<file path="src/rtl/lcd_sync_pkg.sv">
`default_nettype none
// +--------------------------------------------------------------------------+
// | lcd_sync_pkg : shared state encoding and 800x480 panel timing defaults   |
// | Rev 1.0                                                                  |
// +--------------------------------------------------------------------------+
package lcd_sync_pkg;

    typedef enum logic [0:0] {
        ST_SEARCH = 1'b0,
        ST_RUN    = 1'b1
    } state_t;

    localparam int C_DEF_H_ACTIVE = 800;
    localparam int C_DEF_H_FP     = 40;
    localparam int C_DEF_H_SYNC   = 48;
    localparam int C_DEF_H_BP     = 40;
    localparam int C_DEF_V_ACTIVE = 480;
    localparam int C_DEF_V_FP     = 13;
    localparam int C_DEF_V_SYNC   = 3;
    localparam int C_DEF_V_BP     = 29;

    function automatic int h_total(input int act, input int fp, input int sync, input int bp);
        return act + fp + sync + bp;
    endfunction

    function automatic int v_total(input int act, input int fp, input int sync, input int bp);
        return act + fp + sync + bp;
    endfunction

endpackage
`default_nettype wire

</file>
<file path="src/rtl/lcd_timing_counter.sv">
`default_nettype none
// +--------------------------------------------------------------------------+
// | lcd_timing_counter : free-running h/v counters with region decode        |
// | Rev 1.0                                                                  |
// +--------------------------------------------------------------------------+
module lcd_timing_counter
    import lcd_sync_pkg::*;
#(
    parameter int H_ACTIVE = C_DEF_H_ACTIVE,
    parameter int H_FP     = C_DEF_H_FP,
    parameter int H_SYNC   = C_DEF_H_SYNC,
    parameter int H_BP     = C_DEF_H_BP,
    parameter int V_ACTIVE = C_DEF_V_ACTIVE,
    parameter int V_FP     = C_DEF_V_FP,
    parameter int V_SYNC   = C_DEF_V_SYNC,
    parameter int V_BP     = C_DEF_V_BP
) (
    input  logic clk,
    input  logic reset_n,
    output logic o_active,
    output logic o_first,
    output logic o_hs_on,
    output logic o_vs_on
);

    localparam int H_TOTAL = h_total(H_ACTIVE, H_FP, H_SYNC, H_BP);
    localparam int V_TOTAL = v_total(V_ACTIVE, V_FP, V_SYNC, V_BP);
    // One spare bit of headroom so the sync-end bound fits even with a zero back porch
    localparam int HW = $clog2(H_TOTAL + 1);
    localparam int VW = $clog2(V_TOTAL + 1);

    logic [HW-1:0] r_h_cnt;
    logic [VW-1:0] r_v_cnt;

    always_ff @(posedge clk or negedge reset_n) begin
        if (!reset_n) begin
            r_h_cnt <= '0;
            r_v_cnt <= '0;
        end else if (r_h_cnt == HW'(H_TOTAL - 1)) begin
            r_h_cnt <= '0;
            r_v_cnt <= (r_v_cnt == VW'(V_TOTAL - 1)) ? '0 : r_v_cnt + VW'(1);
        end else begin
            r_h_cnt <= r_h_cnt + HW'(1);
        end
    end

    assign o_active = (r_h_cnt < HW'(H_ACTIVE)) && (r_v_cnt < VW'(V_ACTIVE));
    assign o_first  = (r_h_cnt == '0) && (r_v_cnt == '0);
    assign o_hs_on  = (r_h_cnt >= HW'(H_ACTIVE + H_FP)) && (r_h_cnt < HW'(H_ACTIVE + H_FP + H_SYNC));
    assign o_vs_on  = (r_v_cnt >= VW'(V_ACTIVE + V_FP)) && (r_v_cnt < VW'(V_ACTIVE + V_FP + V_SYNC));

endmodule
`default_nettype wire

</file>
<file path="src/rtl/lcd_stream_sync_generator.sv">
`default_nettype none
// +--------------------------------------------------------------------------+
// | lcd_stream_sync_generator : Avalon-ST pixel stream to RGB888 panel pins  |
// | Rev 1.0                                                                  |
// +--------------------------------------------------------------------------+
module lcd_stream_sync_generator
    import lcd_sync_pkg::*;
#(
    parameter int   H_ACTIVE  = C_DEF_H_ACTIVE,
    parameter int   H_FP      = C_DEF_H_FP,
    parameter int   H_SYNC    = C_DEF_H_SYNC,
    parameter int   H_BP      = C_DEF_H_BP,
    parameter int   V_ACTIVE  = C_DEF_V_ACTIVE,
    parameter int   V_FP      = C_DEF_V_FP,
    parameter int   V_SYNC    = C_DEF_V_SYNC,
    parameter int   V_BP      = C_DEF_V_BP,
    parameter logic HSYNC_POL = 1'b0,
    parameter logic VSYNC_POL = 1'b0
) (
    input  logic        clk,
    input  logic        reset_n,
    output logic        in_ready,
    input  logic        in_valid,
    input  logic [31:0] in_data,
    input  logic        in_startofpacket,
    input  logic        in_endofpacket,
    input  logic [1:0]  in_empty,
    output logic [7:0]  lcd_r,
    output logic [7:0]  lcd_g,
    output logic [7:0]  lcd_b,
    output logic        lcd_hsync,
    output logic        lcd_vsync,
    output logic        lcd_de,
    output logic        underflow,
    output logic        sync_error
);

    logic   w_active, w_first, w_hs_on, w_vs_on;
    logic   w_show, w_uf, w_se;
    state_t w_next;
    state_t r_state;
    logic [23:0] r_rgb;
    logic   r_hsync, r_vsync, r_de, r_uf, r_se;
    logic   w_unused;

    assign w_unused = ^{in_data[31:24], in_endofpacket, in_empty};

    lcd_timing_counter #(
        .H_ACTIVE (H_ACTIVE), .H_FP (H_FP), .H_SYNC (H_SYNC), .H_BP (H_BP),
        .V_ACTIVE (V_ACTIVE), .V_FP (V_FP), .V_SYNC (V_SYNC), .V_BP (V_BP)
    ) u_timing (
        .clk      (clk),
        .reset_n  (reset_n),
        .o_active (w_active),
        .o_first  (w_first),
        .o_hs_on  (w_hs_on),
        .o_vs_on  (w_vs_on)
    );

    // A misaligned SOP is never accepted so it can start the next frame cleanly
    always_comb begin
        in_ready = 1'b0;
        w_show   = 1'b0;
        w_uf     = 1'b0;
        w_se     = 1'b0;
        w_next   = r_state;
        case (r_state)
            ST_SEARCH: begin
                in_ready = !(in_valid && in_startofpacket && !w_first);
                if (w_first && in_valid && in_startofpacket) begin
                    w_show = 1'b1;
                    w_next = ST_RUN;
                end
            end
            ST_RUN: begin
                if (w_active) begin
                    if (!in_valid) begin
                        in_ready = 1'b1;
                        w_uf     = 1'b1;
                        w_next   = ST_SEARCH;
                    end else if (in_startofpacket ^ w_first) begin
                        w_se     = 1'b1;
                        w_next   = ST_SEARCH;
                    end else begin
                        in_ready = 1'b1;
                        w_show   = 1'b1;
                    end
                end
            end
            default: w_next = ST_SEARCH;
        endcase
    end

    always_ff @(posedge clk or negedge reset_n) begin
        if (!reset_n) begin
            r_state <= ST_SEARCH;
            r_rgb   <= '0;
            r_de    <= 1'b0;
            r_hsync <= ~HSYNC_POL;
            r_vsync <= ~VSYNC_POL;
            r_uf    <= 1'b0;
            r_se    <= 1'b0;
        end else begin
            r_state <= w_next;
            r_rgb   <= w_show ? in_data[23:0] : 24'h0;
            r_de    <= w_active;
            r_hsync <= w_hs_on ? HSYNC_POL : ~HSYNC_POL;
            r_vsync <= w_vs_on ? VSYNC_POL : ~VSYNC_POL;
            r_uf    <= w_uf;
            r_se    <= w_se;
        end
    end

    assign lcd_r      = r_rgb[23:16];
    assign lcd_g      = r_rgb[15:8];
    assign lcd_b      = r_rgb[7:0];
    assign lcd_de     = r_de;
    assign lcd_hsync  = r_hsync;
    assign lcd_vsync  = r_vsync;
    assign underflow  = r_uf;
    assign sync_error = r_se;

endmodule
`default_nettype wire

</file>
<file path="config.mk">
export PLATFORM = sky130hd
export DESIGN_NAME = lcd_stream_sync_generator
export DESIGN_NICKNAME = d
export VERILOG_FILES = /design/src/rtl/lcd_sync_pkg.sv /design/src/rtl/lcd_timing_counter.sv /design/src/rtl/lcd_stream_sync_generator.sv
export SDC_FILE = /design/constraint.sdc
export NUM_CORES = 1
export LEC_CHECK = 0
export CAP_MARGIN = 20
export CORE_ASPECT_RATIO = 1.2
export CORE_MARGIN = 4
export CORE_UTILIZATION = 30
export CTS_BUF_LIST = sky130_fd_sc_hd__clkbuf_8
export DETAILED_ROUTE_END_ITERATION = 7
export PLACE_DENSITY = 0.64
export SYNTH_ARGS = -nofsm -noshare
export SYNTH_HDL_FRONTEND = slang
export SYNTH_SLANG_ARGS = --single-unit
export TNS_END_PERCENT = 50
</file>
<file path="constraint.sdc">
create_clock -name clk -period 2.4 [get_ports clk]
set_input_delay 0.36 -clock clk [delete_from_list [all_inputs] [get_ports clk]]
set_output_delay 0.36 -clock clk [all_outputs]
set_load 0.005 [all_outputs]
</file>
# Yosys cells after proc, flatten, opt, wreduce, memory -nomap -nowiden
# Index checks and enable logic that the tools add are counted.
# word_totals
reg_bits	50
in_bits	39
out_inout_bits	30
wordCells	55
# op_classes
n_addsub	2
order_cmp	6
eq_ne	2
muxes	22
n_bitwise	2
reduce_logical	12
# ops
op	count
two-way mux 24 bit	1
adder 10 x 1 -> 10 bit (second input constant)	2
equality test 10 bit (second input constant)	2
logical NOT 10 bit	2
less-than comparator 10 bit (second input constant)	2
less-than comparator 10 x 9 -> 1 bit (second input constant)	2
two-way mux 10 bit	2
two-way mux 1 bit	16
>= comparator 10 bit (second input constant)	1
>= comparator 10 x 9 -> 1 bit (second input constant)	1
logical AND 1 bit	8
one-hot mux 1 bit (2 select lines)	3
logical NOT 1 bit	2
NOT 1 bit	1
bitwise XOR 1 bit	1

# Logic depth before layout (Yosys ltp)
# Gate-level depths: netlist of the first run.
# logic_depth
ltp_word	8
depth_mapped	8
mapped_depth_nobuf	6

# Hierarchy
# Synthesis of the first run repeated with hierarchy kept, for this count alone.
# hier_totals
cells_unflattened	198
area_unflattened_um2	2203.4
# modules_own_cells
mod	instances	cells_each	area_per_inst_um2	seq_area_each_um2
lcd_timing_counter	1	123	1153.6	500.5
lcd_stream_sync_generator	1	75	1049.8	753.2

# Least setup slack after synthesis of the first run
# Ideal clock, no wire load.
# synth_timing
kind	register to output
from	reg u_timing.r_v_cnt[0]
to	out in_ready
arrival_ns	1.723
required_ns	2.040
path_slack_ns	0.317
path_stages_with_launch	8
path_buffers	1
cell_sequence	dfrtp_1 > inv_1 > ha_1 > nor4b_1 > and4_1 > buf_2 > o21ai_0 > nor3b_1
# synth_via
elab_chain_len	7
word_cells_on_any_way	12
classes_between	order compare (1); mux (4); bitwise (1); reduce/logical (6)
# synth_lines
element	line	rtl
start: declaration	lcd_timing_counter.sv:33	logic [VW-1:0] r_v_cnt;
start signal: assignment	lcd_timing_counter.sv:41	r_v_cnt <= (r_v_cnt == VW'(V_TOTAL - 1)) ? '0 : r_v_cnt + VW'(1);
parallel branches: the longest is 6 deep, another holds less-than comparator 10 x 9 -> 1 bit	n/a	
one-hot mux 1 bit (2 select lines) (*)	lcd_stream_sync_generator.sv:67	case (r_state)
end: declaration	lcd_stream_sync_generator.sv:22	output logic in_ready,
# Mark *: on every way between the ends.

# Worst setup path in the final report of the first run
# layout_timing
from	reg u_timing.r_v_cnt[1]
to	out in_ready
# Same word-level chain as after synthesis.

==> results by group, run 1 <==
Cells and area
  • Post-route cell area: 3530 um2
  • Layout cell share with drive strength beyond 1: 16.5%
  • Combined area of the multi-input logic cells: around 1200 um2
  • Net count reported at finish: roughly 380
  • Fill count: between 700 and 800
  • Area grow syn2layout: 40.1%
  • Sequential cell area: 1250 um2
  • Antenna cell count: 0
  • Post-Route Utilization: 43.3%

Clock network
  • TritonCTS clock tree: built
  • Total clock buffers created by CTS: 5
  • Sinks on Clock Net: 50
  • Root buf cell: clkbuf_8
  • Clock input transition at the sequential cells of the worst setup and hold paths: 0.10 ns
  • Clock latency reported for the late side of the worst-skew pair: 0.31 ns
  • Number of buffers inserted by hold repair at cts: 0
  • H-Tree Depth: 2
  • Clock buffer depth: 2

Drt
  • Via/cell ratio: slightly below 5
  • Detailed Route WL: 6.42 mm
  • DRC violation count after routing: 0
  • DRC violation total after the first TritonRoute iteration: 145
  • Drt pass-1 iters: 4
  • Count of antenna-violating nets left after detailed routing: 0
  • Total via count after detailed routing: 2240
  • Post-detailed-route wirelength per cell: around 14 um

Power
  • Share of power burned in the clock network: between 30% and 40%
  • Relative contribution of sequential cells to total power: between 50% and 60%
  • Internal power consumption: 1.10 mW
  • Leakage power figure: 1.47 nW
  • Power density over the cells: 405 nW/um2
  • Max IR drop VDD: 0.000207 V
  • Net switching component of the power: 0.335 mW
  • Part of the total power dissipated in combinational logic: 6.1%
  • Switching share of power: 23.4%

Worst setup path
  • Critical Path Max Stage Delay: 0.40 ns
  • Launch point of the worst path: u_timing.r_v_cnt[1]
  • Data arrival at the endpoint of the critical path: 1.90 ns
  • Sequence of cells on the critical path: inv_2 > ha_4 > nor4b_4 > buf_4 > buf_6 > nand4_1 > nor4_2 > nor3b_1 > buf_2
  • Cell with the largest stage delay on the worst path: dfrtp_1
  • Critical path class: reg -> out
  • Worst Reg2Reg Path Length in Cells: 6
  • Category of the worst setup path capture point: output pin
  • Count of cell instances traversed by the critical path: 9
  • Worst R2R Start: u_timing.r_h_cnt[1]
  • Required time of the worst setup path: 2.04 ns
  • Crit path max fanout: 3
  • Family with the most delay on the worst path: simple AND/OR/NAND/NOR gates
  • Element type at the critical path start: register
  • Worst path buffer plus inverter count: 4

STA
  • Total of endpoints with negative setup slack in the final report: 0
  • Final period demand of the worst path: 2.26 ns
  • Headroom to the max-slew limit: 57.2%
  • Ratio of final minimum period to clock period: approximately 94%
  • Number of failing hold endpoints at the final stage: 0
  • Number of max-slew violations in the final report: 0
  • Largest clock skew in the final design: roughly 0.011 ns
  • Slew of the pin with the lowest slew margin: 0.642 ns
  • Highest Clock Rate: 0.442 GHz

Synthesis
  • Syn_nets: approximately 300
  • Cells after Synth: 259
  • Warnings from Yosys: 0
  • Mean post-synth cell area: slightly below 10 um2
  • Distinct cell type count after synthesis: 42
  • Share of the yosys chip area belonging to registers: 49.7%
  • Synth async-reset ratio: between 90% and 100%
  • Register bit total from synthesis: 50
  • Cell area after synthesis: 2520 um2
  • Number of enable flip-flop cells after synthesis: 0
  • Predominant post-synthesis flop cell: dfrtp_1

Floorplan
  • Floorplan core area: 8150 um2
  • Die width: slightly above 90 um
  • Top Ports: 69
  • Floorplan die area: 9940 um2
  • Height of the die: 108 um
  • Number of core rows: 36
  • Starting density of the core: 30.9%

Status
  • Run status: completed

Global routing
  • Remaining Overflow, GRT: 0
  • Largest net degree at the start of global routing: 51
  • Antenna violations before repair: 0
  • First-pass GRT wire length: 10.4 mm
  • Vias in the first global route: 2158
  • Total routing resource utilization after global routing: about 13%

Min path
  • Worst hold path type: in -> async

Flow run
  • Number of max-cap violations: 0

Placed design
  • Detail Placement HPWL: 4.34 mm
  • Post-placement cell area: approximately 3400 um2
  • # port buffers: 57
  • RD Place Congestion: slightly above 0.8
## layer usage
layer	track usage (%)	routed length [um]	vias to the layer above
met5	0	0	-
met4	3.72	76	0
met3	3.06	315	8
met2	21.4	3190	68
met1	16.3	2840	1058
li1	-	-	1106
## registers in the layout, summed over array words and instances (netlist names)
signal            flops
r_rgb                24
u_timing.r_h_cnt     10
u_timing.r_v_cnt     10
lcd_de                1
lcd_hsync             1
lcd_vsync             1
r_state               1
sync_error            1
underflow             1
## timing repair
action | in CTS | in global routing
gates resized for setup | 9 | 4
setup buffers | 0 | 3
endpoints found under the setup margin | 1 | 1
pin swaps | 2 | 3
## cells in the final DEF (no fill, tap or decap), types with 2 or more instances in the layout
cell type        netlist  layout
clkdlybuf4s50_1        0      55
dfrtp_1               48      48
nand3_1               36      36
o21ai_0               34      34
buf_4                  0      31
nand4b_1              24      24
nand2_1               14      14
nor2_1                 9       9
inv_1                  9       7
xor2_1                 7       7
ha_1                   6       5
clkbuf_8               0       5
and3_1                 4       4
a21oi_1                4       4
or3_1                  4       4
nand4_1                4       4
nor3_1                 3       3
nor4_1                 4       3
nor3_2                 2       2
xnor2_1                2       2
and2_1                 2       2
nor2_2                 2       2
o21ai_1                2       2
inv_2                  0       2
o31ai_1                2       2
buf_2                  8       2
dfstp_2                2       2
## cell families (layout without fill, tap and decap cells)
kind of cell | Yosys count | after routing | synth area share, %
fa+ha+maj | 6 | 6 | 2.98
simple gates | 118 | 118 | 28.5
compound gates | 49 | 49 | 10.9
buf+inv | 27 | 107 | 4.76
xor+xnor | 9 | 9 | 3.13
flops | 50 | 50 | 49.7
## stage by stage
stage               hold WS, ns  TNS (ns)  setup slack [ns]  power, mW  instances
floorplan                0.0644         0             0.317      0.872        259
detailed placement        0.508   -0.0627           -0.0627      0.948        442
finish                    0.152         0             0.136       1.43        453
CTS                       0.180         0           0.00439       1.45        450
global route              0.219   -0.0208           -0.0208       1.49        453
global placement          0.506   -0.0686           -0.0686      0.948        442
## synth_stat cells, types with 2 or more instances
cell	n	area, um2
nor4b_1	2	17.5
and2_1	2	12.5
nand2_1	14	52.6
o21ai_0	34	170
xor2_1	7	61.3
and3_1	4	25.0
nand3_1	36	180
ha_1	6	75.1
dfrtp_1	48	1200
nor2_2	2	12.5
nand4b_1	24	210
nor3_2	2	20.0
inv_1	9	33.8
or3_1	4	25.0
dfstp_2	2	52.6
o31ai_1	2	15.0
clkbuf_1	8	30.0
buf_2	8	40.0
nor2_1	9	33.8
a21oi_1	4	20.0
xnor2_1	2	17.5
nor3_1	3	15.0
nor4_1	4	25.0
o21ai_1	2	10.0
nand4_1	4	25.0
## final timing paths
check	end	slack (ns)
worst max-delay path	in_ready	0.14
worst min-delay path	r_rgb[20]	0.15
worst max register to register	u_timing.r_v_cnt[9]	0.39
worst min register to register	u_timing.r_v_cnt[8]	0.53
max in group asynchronous	u_timing.r_h_cnt[6]	1.81
min in group clk	u_timing.r_v_cnt[8]	0.53
## cell type report
type	instances	area share, %
Timing Repair Buffer	90	23.3
Tap cell	114	4.04
Multi-Input combinational cell	182	33.6
Sequential cell	50	35.5
Clock inverter	3	0.602
Inverter	9	0.956
Clock buffer	5	1.95
## power by group through the flow
stage	Clock [mW]	Sequential [mW]	Combinational [mW]
floorplan	0	0.859	0.0134
global placement	0	0.858	0.0892
detailed placement	0	0.858	0.0893
CTS	0.518	0.842	0.0893
global route	0.551	0.842	0.0956
finish	0.502	0.842	0.0880
## worst register-to-register path, delay by kind of cell (launching register included)
family                     cells  cell delay, ns
buffers and inverters          1            0.11
DFF                            1            0.36
and+or+nand+nor                3            1.13
AOI/OAI and AO/OA              1            0.15
adders and majority gates      1            0.19
Note: power is estimated with default switching activity, not from simulation.
==> run 2, diff against run 1 <==
Settings changed: MAX_ROUTING_LAYER from default to met4, SKIP_CTS_REPAIR_TIMING from default to 1.
==> results by group, run 2 (synthesized netlist as in run 1, its figures left out) <==
Placed design
  • Post-placement cell area: 3380 um2 (unchanged)
  • # port buffers: 57 (unchanged)
  • Detail Placement HPWL: 4.34 mm (unchanged)
  • RD Place Congestion: 0.845 (was 0.832)

Status
  • Run status: completed (unchanged)

Cells and area
  • Post-route cell area: 3520 um2 (was 3530 um2)
  • Net count reported at finish: 382 (was 383)
  • Antenna cell count: 0 (unchanged)
  • Most frequent standard cell in the layout excluding fill and tap cells: clkdlybuf4s50_1 (unchanged)
  • Largest Register: r_rgb (unchanged)
  • Sequential cell area: 1250 um2 (unchanged)
  • Top Registers: r_rgb x24, u_timing.r_h_cnt x10, u_timing.r_v_cnt x10 (unchanged)
  • Flip-flop count of the largest register, all copies and words added: 24 (unchanged)
  • Layout cell share with drive strength beyond 1: 16.3% (was 16.5%)
  • Combined area of the multi-input logic cells: 1190 um2 (unchanged)
  • Most used cells in the layout excluding fill and tap cells: clkdlybuf4s50_1, dfrtp_1, nand3_1 (unchanged)
  • Area grow syn2layout: 39.6% (was 40.1%)
  • Fill count: 770 (was 768)

Worst setup path
  • Worst Reg2Reg Path Length in Cells: 6 (unchanged)
  • Worst R2R Start: u_timing.r_h_cnt[1] (unchanged)
  • Endpoint of the lowest-slack register-to-register path: u_timing.r_v_cnt[9] (unchanged)
  • Category of the worst setup path capture point: output pin (unchanged)
  • Crit path max fanout: 3 (unchanged)
  • Required time of the worst setup path: 2.04 ns (about the same)
  • CP Capture Point: in_ready (unchanged)
  • Element type at the critical path start: register (unchanged)
  • Launch point of the worst path: u_timing.r_h_cnt[5] (was u_timing.r_v_cnt[1])
  • Data arrival at the endpoint of the critical path: 1.92 ns (was 1.90 ns)
  • Critical path class: reg -> out (unchanged)
  • Slack of the worst reg-to-reg path: 0.38 ns (was 0.39 ns)

Flow run
  • Number of max-cap violations: 0 (unchanged)

STA
  • Total of endpoints with negative setup slack in the final report: 0 (unchanged)
  • Headroom to the max-slew limit: 57.7% (was 57.2%)
  • Final period demand of the worst path: 2.28 ns (was 2.26 ns)
  • Largest clock skew in the final design: 0.0111 ns (was 0.0107 ns)
  • Slew of the pin with the lowest slew margin: 0.634 ns (was 0.642 ns)
  • Highest Clock Rate: 0.439 GHz (was 0.442 GHz)
  • Number of max-slew violations in the final report: 0 (unchanged)
  • Unrepaired setup endpoints after global routing: true
  • Ratio of final minimum period to clock period: 95.0% (was 94.3%)
  • Final-layout setup total negative slack: 0 ns (unchanged)
  • Number of failing hold endpoints at the final stage: 0 (unchanged)

Global routing
  • Remaining Overflow, GRT: 0 (unchanged)
  • Total routing resource utilization after global routing: 13.0% (was 12.7%)
  • Vias in the first global route: 2155 (was 2158)
  • First-pass GRT wire length: 10.4 mm (about the same)
  • Antenna violations before repair: 0 (unchanged)
  • Largest net degree at the start of global routing: 51 (unchanged)

Floorplan
  • Top Ports: 69 (unchanged)
  • Die width: 91.7 um (unchanged)
  • Floorplan die area: 9940 um2 (unchanged)
  • Starting density of the core: 30.9% (unchanged)
  • Floorplan core area: 8150 um2 (unchanged)
  • Height of the die: 108 um (unchanged)
  • Number of core rows: 36 (unchanged)

Drt
  • Count of antenna-violating nets left after detailed routing: 0 (unchanged)
  • DRC violation count after routing: 0 (unchanged)
  • Drt pass-1 iters: 4 (unchanged)
  • Total via count after detailed routing: 2253 (was 2240)
  • Detailed Route WL: 6.39 mm (was 6.42 mm)
  • Post-detailed-route wirelength per cell: 14.1 um (was 14.2 um)
  • DRC violation total after the first TritonRoute iteration: 128 (was 145)
  • Via/cell ratio: 4.98 (was 4.94)

Clock network
  • Total clock buffers created by CTS: 5 (unchanged)
  • TritonCTS clock tree: built (unchanged)
  • Root buf cell: clkbuf_8 (unchanged)
  • Clock latency reported for the late side of the worst-skew pair: 0.31 ns (about the same)
  • H-Tree Depth: 2 (unchanged)
  • Clock input transition at the sequential cells of the worst setup and hold paths: 0.10 ns (about the same)
  • Sinks on Clock Net: 50 (unchanged)
  • Clock buffer depth: 2 (unchanged)

Power
  • Max IR drop VDD: 0.000207 V (about the same)
  • Power density over the cells: 406 nW/um2 (was 405 nW/um2)
  • Switching share of power: 23.3% (was 23.4%)
  • Share of power burned in the clock network: 35.0% (was 35.1%)
  • Part of the total power dissipated in combinational logic: 6.1% (about the same)
  • Leakage power figure: 1.46 nW (was 1.47 nW)
  • Net switching component of the power: 0.333 mW (was 0.335 mW)
  • Total power draw: 1.43 mW (about the same)
  • Internal power consumption: 1.10 mW (about the same)
  • Relative contribution of sequential cells to total power: 58.9% (was 58.8%)

Min path
  • Worst hold path type: in -> async (unchanged)
run 2: cell types whose count changed in the layout (fill, tap and decap cells not counted), sizes merged:
cell / change
buf: -1
run 2: through the flow:
| stage | setup slack [ns] | util (%) | hold WS [ns] | instances |
|---|---|---|---|---|
| CTS | -0.396 | 42.6 | 0.180 | 450 |
| floorplan | 0.317 | - | 0.0644 | 259 |
| global route | 0.00324 | 43.2 | 0.219 | 452 |
| detailed placement | -0.0627 | 41.5 | 0.508 | 442 |
| finish | 0.121 | 43.2 | 0.153 | 452 |
| global placement | -0.0686 | 41.5 | 0.506 | 442 |
run 2: worst min path at each step:
stage,from,endpoint,slack (ns)
2_1_floorplan,reset_n,lcd_de,0.06
3_3_place_gp,reset_n,r_rgb[20],0.51
3_5_place_dp,reset_n,r_rgb[20],0.51
4_1_cts,reset_n,r_rgb[20],0.18
5_1_grt,reset_n,r_rgb[20],0.22
6_report,reset_n,r_rgb[20],0.15
run 2: cell type report:
cell class / instances / area share, %
flip-flops and latches: 50 / 35.6
multi-input cells: 182 / 33.7
repair buffers: 89 / 23.1
well taps: 114 / 4.05
clock buffers: 5 / 1.95
inverters: 9 / 0.959
clock inverters: 3 / 0.604
run 2: per-layer routing:
layer / vias up / track usage, % / wire length, um
met2: 65 / 21.3 / 3180
met1: 1077 / 16.3 / 2810
met4: 0 / 3.72 / 82
li1: 1103 / - / -
met3: 8 / 3.06 / 306
met5: - / - / 0
run 2: critical path: stages, from the launching register on:
cell and delay, ns:
dfrtp_1 0.40, or3_1 0.40, or2_1 0.29, nor4_2 0.31
nor3b_1 0.09, buf_2 0.14
run 2: power by group through the flow:
| stage | sequential [mW] | clock, mW | combinational, mW |
|---|---|---|---|
| global placement | 0.858 | 0 | 0.0892 |
| global route | 0.842 | 0.551 | 0.0956 |
| finish | 0.842 | 0.501 | 0.0876 |
| detailed placement | 0.858 | 0 | 0.0893 |
| CTS | 0.842 | 0.518 | 0.0904 |
| floorplan | 0.859 | 0 | 0.0134 |
==> run 3, diff against run 2 <==
Settings changed: ABC_CLOCK_PERIOD_IN_PS from default to 2400.
==> results of run 3 <==
Same layout as run 2: the final DEF is identical, and so are final timing and power.
